[src/rtl/ex_mem_stage_pkg.sv]
// Shared definitions for the EX/MEM pipeline stage of the DIAGV core.
// Holds the bus widths and the occupancy state encoding.
// Optional feature macro EX_MEM_FORWARD_EN is left undefined by default.
package ex_mem_stage_pkg;

   localparam int unsigned DataBusBits = 32;
   localparam int unsigned RegAddrBits = 5;

   typedef enum logic [1:0] {
      ExMemEmpty = 2'd0,
      ExMemOne   = 2'd1,
      ExMemFull  = 2'd2
   } ex_mem_state_t;

   // Width of the concatenated payload: result, store data, rd, rd_we, mem_rd, mem_wr.
   function automatic int unsigned payload_bits(input int unsigned data_w, input int unsigned rd_w);
      return 2 * data_w + rd_w + 3;
   endfunction

endpackage

[src/rtl/ex_mem_stage_slot.sv]
// stage_slot: payload register with load enable and asynchronous clear.
// Used twice by ex_mem_stage (main/head slot and skid slot).
module stage_slot #(
   parameter int unsigned W = 8
) (
   input  logic         clk,
   input  logic         rst,
   input  logic         load,
   input  logic [W-1:0] d,
   output logic [W-1:0] q
);

   // Capture d when load is asserted; clear on reset.
   always_ff @(posedge clk or posedge rst) begin
      if (rst) begin
         q <= '0;
      end else if (load) begin
         q <= d;
      end
   end

endmodule

[src/rtl/ex_mem_stage.sv]
// ex_mem_stage: EX->MEM pipeline register with a two-entry skid buffer.
// in_ready and out_* are register outputs; flush empties both slots.
// Define EX_MEM_FORWARD_EN to build the EX/MEM forwarding comparators;
// otherwise the forwarding outputs are tied to zero.
module ex_mem_stage
   import ex_mem_stage_pkg::*;
#(
   parameter int unsigned DATA_W = DataBusBits,
   parameter int unsigned RD_W   = RegAddrBits
) (
   input  logic              clk,
   input  logic              rst,
   input  logic              flush,
   input  logic              in_valid,
   output logic              in_ready,
   input  logic [DATA_W-1:0] in_result,
   input  logic [DATA_W-1:0] in_store_data,
   input  logic [RD_W-1:0]   in_rd,
   input  logic              in_rd_we,
   input  logic              in_mem_rd,
   input  logic              in_mem_wr,
   output logic              out_valid,
   input  logic              out_ready,
   output logic [DATA_W-1:0] out_result,
   output logic [DATA_W-1:0] out_store_data,
   output logic [RD_W-1:0]   out_rd,
   output logic              out_rd_we,
   output logic              out_mem_rd,
   output logic              out_mem_wr,
   input  logic [RD_W-1:0]   fwd_rs1,
   input  logic [RD_W-1:0]   fwd_rs2,
   output logic              fwd1_hit,
   output logic              fwd2_hit,
   output logic [DATA_W-1:0] fwd_data,
   output logic              fwd_load_hazard
);

   localparam int unsigned PW = payload_bits(DATA_W, RD_W);

   ex_mem_state_t state, state_nx;
   logic          accept, pop;
   logic          load_main, load_skid, sel_skid;
   logic          out_valid_q, in_ready_q;
   logic [PW-1:0] in_pl, main_d, main_q, skid_q;

   assign accept = in_valid & in_ready_q;
   assign pop    = out_valid_q & out_ready;
   assign in_pl  = {in_result, in_store_data, in_rd, in_rd_we, in_mem_rd, in_mem_wr};
   assign main_d = sel_skid ? skid_q : in_pl;

   // Next-state and slot-load decode; flush overrides everything and drops any accept.
   always_comb begin
      state_nx  = state;
      load_main = 1'b0;
      load_skid = 1'b0;
      sel_skid  = 1'b0;
      unique case (state)
         ExMemEmpty: begin
            if (accept) begin
               load_main = 1'b1;
               state_nx  = ExMemOne;
            end
         end
         ExMemOne: begin
            if (accept && pop) begin
               load_main = 1'b1;
            end else if (accept) begin
               load_skid = 1'b1;
               state_nx  = ExMemFull;
            end else if (pop) begin
               state_nx  = ExMemEmpty;
            end
         end
         ExMemFull: begin
            if (pop) begin
               load_main = 1'b1;
               sel_skid  = 1'b1;
               state_nx  = ExMemOne;
            end
         end
         default: state_nx = ExMemEmpty;
      endcase
      if (flush) begin
         state_nx  = ExMemEmpty;
         load_main = 1'b0;
         load_skid = 1'b0;
      end
   end

   // State register plus registered handshake outputs decoded from the next state.
   always_ff @(posedge clk or posedge rst) begin
      if (rst) begin
         state       <= ExMemEmpty;
         out_valid_q <= 1'b0;
         in_ready_q  <= 1'b1;
      end else begin
         state       <= state_nx;
         out_valid_q <= (state_nx != ExMemEmpty);
         in_ready_q  <= (state_nx != ExMemFull);
      end
   end

   stage_slot #(.W(PW)) u_main (
      .clk  (clk),
      .rst  (rst),
      .load (load_main),
      .d    (main_d),
      .q    (main_q)
   );

   stage_slot #(.W(PW)) u_skid (
      .clk  (clk),
      .rst  (rst),
      .load (load_skid),
      .d    (in_pl),
      .q    (skid_q)
   );

   assign in_ready  = in_ready_q;
   assign out_valid = out_valid_q;
   assign {out_result, out_store_data, out_rd, out_rd_we, out_mem_rd, out_mem_wr} = main_q;

`ifdef EX_MEM_FORWARD_EN
   // Only the head entry forwards; the skid is occupied only while decode is stalled.
   assign fwd1_hit        = out_valid_q & out_rd_we & (out_rd == fwd_rs1) & (fwd_rs1 != '0);
   assign fwd2_hit        = out_valid_q & out_rd_we & (out_rd == fwd_rs2) & (fwd_rs2 != '0);
   assign fwd_data        = out_result;
   assign fwd_load_hazard = (fwd1_hit | fwd2_hit) & out_mem_rd;
`else
   logic unused_fwd;
   assign unused_fwd      = ^{fwd_rs1, fwd_rs2};
   assign fwd1_hit        = 1'b0;
   assign fwd2_hit        = 1'b0;
   assign fwd_data        = '0;
   assign fwd_load_hazard = 1'b0;
`endif

endmodule

[config.mk]
export PLATFORM = sky130hd
export DESIGN_NAME = ex_mem_stage
export DESIGN_NICKNAME = d
export VERILOG_FILES = /design/src/rtl/ex_mem_stage_pkg.sv /design/src/rtl/ex_mem_stage_slot.sv /design/src/rtl/ex_mem_stage.sv
export SDC_FILE = /design/constraint.sdc
export NUM_CORES = 1
export LEC_CHECK = 0
export CAP_MARGIN = 5
export CORE_UTILIZATION = 50
export CTS_CLUSTER_DIAMETER = 80
export DETAILED_ROUTE_END_ITERATION = 16
export PLACE_DENSITY = 0.83
export RECOVER_POWER = 50
export SYNTH_ARGS = -nofsm -noshare
export SYNTH_HDL_FRONTEND = slang
export SYNTH_SLANG_ARGS = --single-unit
[constraint.sdc]
create_clock -name clk -period 11.2 [get_ports clk]
set_input_delay 3.36 -clock clk [delete_from_list [all_inputs] [get_ports clk]]
set_output_delay 3.36 -clock clk [all_outputs]
set_load 0.01 [all_outputs]
* Word-level counts from Yosys, hierarchy flattened
Index checks and enable logic that the tools add are counted.
** Word-level totals
- ROM bits :: 0
- Latch bits :: 0
- Flip-flop bits (word level) :: 148
- Output and inout bits :: 109
- RAM bits :: 0
- Word-level logic and storage cells :: 30
- Memories kept :: 0
- Input bits :: 87
** Operators by class
- Bitwise gates (word level) :: 2
- Add/sub/neg operators :: 0
- Divide/modulo/power cells :: 0
- Multiplexer cells :: 17
- Reduce and logical (&&, ||, !) cells :: 3
- Multipliers :: 0
- Equality and inequality tests :: 3
- Shift operators :: 0
- $lt $le $gt $ge :: 0
** Operators by type and width (number)
- 72-bit 2-to-1 mux :: 1
- 2-bit 2-to-1 mux :: 6
- 1-bit 2-to-1 mux :: 8
- 2-bit case mux with 3 select lines :: 1
- 1-bit case mux with 3 select lines :: 1
- 1-bit bitwise AND :: 2
- 2-bit by 1-bit equality test with 1-bit output (second input constant) :: 1
- 2-bit equality test (second input constant) :: 1
- 2-bit zero test :: 1
- 2-bit inequality test (second input constant) :: 1
- 2-bit nonzero test :: 1
- 1-bit logical AND :: 1

* Logic depth before layout (Yosys ltp)
- Depth in word-level cells :: 7
- Depth in mapped cells :: 5
- Depth with buffers taken out :: 3

* Cells and area by module
A second synthesis with hierarchy kept.
** Unflattened totals
- Cells, all modules :: 443
- Area total of the unflattened synthesis :: 7697.4 um2
** Modules (own cells, without submodules)
- stage_slot :: sequential area each 1801.7 um2, cells an instance 153, times used 2, area an instance 3030.4 um2
- ex_mem_stage :: sequential area each 101.3 um2, cells an instance 137, times used 1, area an instance 1636.6 um2

* Worst setup path after synthesis
Ideal clock, no wire load.
- Kind :: input -> register
- Start point :: input out_ready
- End point :: register u_skid.q[0]
- Setup slack :: 6.603 ns
- Buffers on the path :: 2
- Setup time :: 0.128 ns
- Data required time :: 11.072 ns
- Data arrival time :: 4.469 ns
- Stages on the path :: 5
- Cells stage by stage :: a21boi_2 > nor3b_1 > buf_2 > buf_4 > mux2_1
** Between the ends
- Longest elaborated chain between the ends :: 5
** RTL lines
- start: declaration :: RTL line ex_mem_stage.sv:23 : input logic out_ready,
- 1-bit bitwise AND :: RTL line ex_mem_stage.sv:47 : assign pop = out_valid_q & out_ready;
- 1-bit logical AND :: RTL line ex_mem_stage.sv:65 : if (accept && pop) begin
- 1-bit 2-to-1 mux :: RTL line ex_mem_stage.sv:65
- 1-bit 2-to-1 mux :: RTL line ex_mem_stage.sv:57 : unique case (state)
- 1-bit 2-to-1 mux :: RTL line ex_mem_stage.sv:83 : if (flush) begin
- end signal: assignment :: RTL line ex_mem_stage_slot.sv:16 : q <= '0;
- end signal: assignment :: RTL line ex_mem_stage_slot.sv:18 : q <= d;
- end: declaration :: RTL line ex_mem_stage_slot.sv:10 : output logic [W-1:0] q
Every way passes these cells.
A chain may end at the register's enable or synchronous reset.

==> qor.yml <==
global_route:
  grt_max_degree: 76
  grt_pass1_wl_mm: 25.3
  first_global_vias: 4801
  grt-ovfl-total: 0
  antenna_found_initial: 2
  grt.total_usage_pct: 23.8
clock_network:
  cts_max_level: 4
  ctsHoldBuffers: 0
  postCtsSetupBuffers: 0
  clk_latency_ps: 420
  cts_root_buf: "clkbuf_16"
  cts_tree: "yes"
  cts.sinks: 148
  clkTransAtPathRegs_ps: 60
  cts_buffers: 17
  cts_resized: 0
  cts_max_path_buffers: 2
finish:
  mostFrequentLayoutCell: "dfrtp_1"
  design_area_mm2: 0.00868
  drive_gt1_share_pct: 17.3
  fin_nets: 681
  syn2layout_area_growth_pct: 30.1
  layout_common_cells: "147 x dfrtp_1, 77 x dlygate4sd3_1, 73 x clkdlybuf4s50_1, 72 x o22ai_1, 70 x mux2_1"
  instances_no_fill: 781
  post-route-util_pct: 67.6
pwr:
  p_per_area_mw_per_mm2: 226
  power_frac_seq_pct: 42.7
  internal_power_mw: 1.44
  pwr-share-comb_pct: 25.8
  irDropWorstVdd_mv: 0.116
  leakage_nw: 3.49
  clkPwrFrac_pct: 31.5
  p_sw_share_pct: 26.9
  switchingPower_mw: 0.529
job:
  cap_violations: 3
yosys:
  synth_seq_cells: 148
  synth_edf_count: 0
  syn-cell-area_mm2: 0.00667
  synth_warnings: 0
  postSynthCellCount: 455
  ys_seq_area_share_pct: 55.6
  synthDistinctLibCells: 24
  syn_avg_cell_area_um2: 14.7
  synth-main-ff-cell: "dfrtp_1"
  async_flop_share_pct: 100
sta:
  hold_violations: 0
  slew_viol_final: 148
  max_freq_mhz: 157
  fin_crit_sh_pct: 56.8
  setup_viol: 0
  fin_crit_ps: 6360
  worst_pin_slew_ps: 3210
  skew_ps: 8.99
  slew_headroom_pct: -115
  setup_slack_ps: 4840
  rsz0062_at_grt: "no"
  fin_tns_setup_ps: 0
route:
  routed_wl_mm: 15.6
  drt_iter0_drc: 245
  num_vias: 4470
  wl_per_cell_um: 20.0
  drc_errors: 0
  ant_nets: 0
  dr.pass1.iters: 4
  vias_per_cell: 5.72
hold_path:
  hold_class: "register to register"
placement:
  hpwl_mm: 9.42
  place_area_mm2: 0.00811
  gp_congestion: 0.739
  dp.cells: 747
  io_buffers: 150
  dp_slack_ps: 5600
worst_setup_path:
  critPathKind: "input pin to asynchronous set/reset pin"
  cp_max_fo: 75
  slowest_delay_ps: 1790
  critPathRequiredTime_ps: 11620
  crit_slowest_cell: "clkinvlp_2"
  endpoint_kind: "asynchronous set/reset pin"
  path_cells: "dlygate4sd3_1 > clkinvlp_2 > buf_4"
  cp.arrival_ps: 6780
  start_kind: "input pin"
die:
  rows: 41
  core-area_mm2: 0.0128
  io_pins: 196
  die_width_um: 117
  dieHeight_um: 117
  start_util_pct: 52.0
  dieArea_mm2: 0.0138
run_status:
  violations: "max-capacitance violations, max-slew violations"
  status: "finished, violations left"
## state kept, by name (all words and copies together), names as in the netlist
name       count
u_skid.q      72
u_main.q      72
out_valid      1
in_ready       1
state          2
## synthesized netlist by cell type, types with 2 or more instances
cell         n  share of area [%]
dfrtp_1    147                 55
o22ai_1     72                6.8
a2bb2oi_2   70                 16
mux2_1      70                 12
buf_4       43                4.8
clkbuf_1    16               0.90
buf_6        7                1.2
buf_1        4               0.23
buf_2        4               0.30
a211oi_1     3               0.34
mux2_2       3               0.51
a2bb2oi_1    2               0.26
inv_1        2               0.11
nand3b_1     2               0.23
## worst max-delay path, delay by kind of cell
kind	cells	cell delay [ps]
buf+inv	3	3310
## path summary, 6_finish.rpt
| check | startpoint | endpoint | slack, ps | cells after the start |
|---|---|---|---|---|
| max | rst | u_skid.q[8] | 4840 | 3 |
| min | u_skid.q[0] | u_skid.q[0] | 490 | 1 |
| max reg2reg | in_ready | u_main.q[4] | 7880 | 5 |
| min reg2reg | u_skid.q[0] | u_skid.q[0] | 490 | 1 |
| max in group clk | in_valid | u_main.q[4] | 4910 | 6 |
| min in group asynchronous | rst | u_main.q[69] | 4320 | 2 |
## per-layer routing
metal	part of all wire (%)	up-vias	global-route usage, %
met2	51	149	40.9
met5	0	-	0
met3	6.2	23	8.14
li1	-	1956	-
met4	2.0	0	8.57
met1	41	2342	27.6
## power by group through the flow
stage                     registers [mW]  logic (mW)  clock network, mW
after floorplan                    0.858       0.286                  0
after global placement             0.829       0.523                  0
after detailed placement           0.847       0.544                  0
after CTS                          0.841       0.548              0.627
after global routing               0.861       0.542              0.652
final                              0.839       0.506              0.619
## area by class of cell
| cell class | count | area, um2 |
|---|---|---|
| inverter | 2 | 8.76 |
| clock inverter | 10 | 178 |
| fill | 945 | 4150 |
| tap | 172 | 215 |
| antenna | 2 | 5.00 |
| timing repair buffer | 160 | 1570 |
| multi-input combinational | 265 | 2530 |
| clock buffer | 22 | 464 |
| sequential | 148 | 3700 |
## stage by stage
| stage | power, mW | hold WS [ps] |
|---|---|---|
| 3_3_place_gp | 1.35 | 467 |
| 3_5_place_dp | 1.39 | 476 |
| 6_report | 1.96 | 488 |
| 2_1_floorplan | 1.14 | 459 |
| 4_1_cts | 2.02 | 489 |
| 5_1_grt | 2.05 | 502 |
## kinds of logic after synthesis
kind of cell	count (synthesis)	synth area share [%]
DFF	148	55.6
muxes	73	12.3
AOI/OAI and AO/OA	151	23.9
other	1	0.0563
buffers and inverters	76	7.56
and+or+nand+nor	6	0.600
No activity file was read; power rests on OpenSTA's default activity.
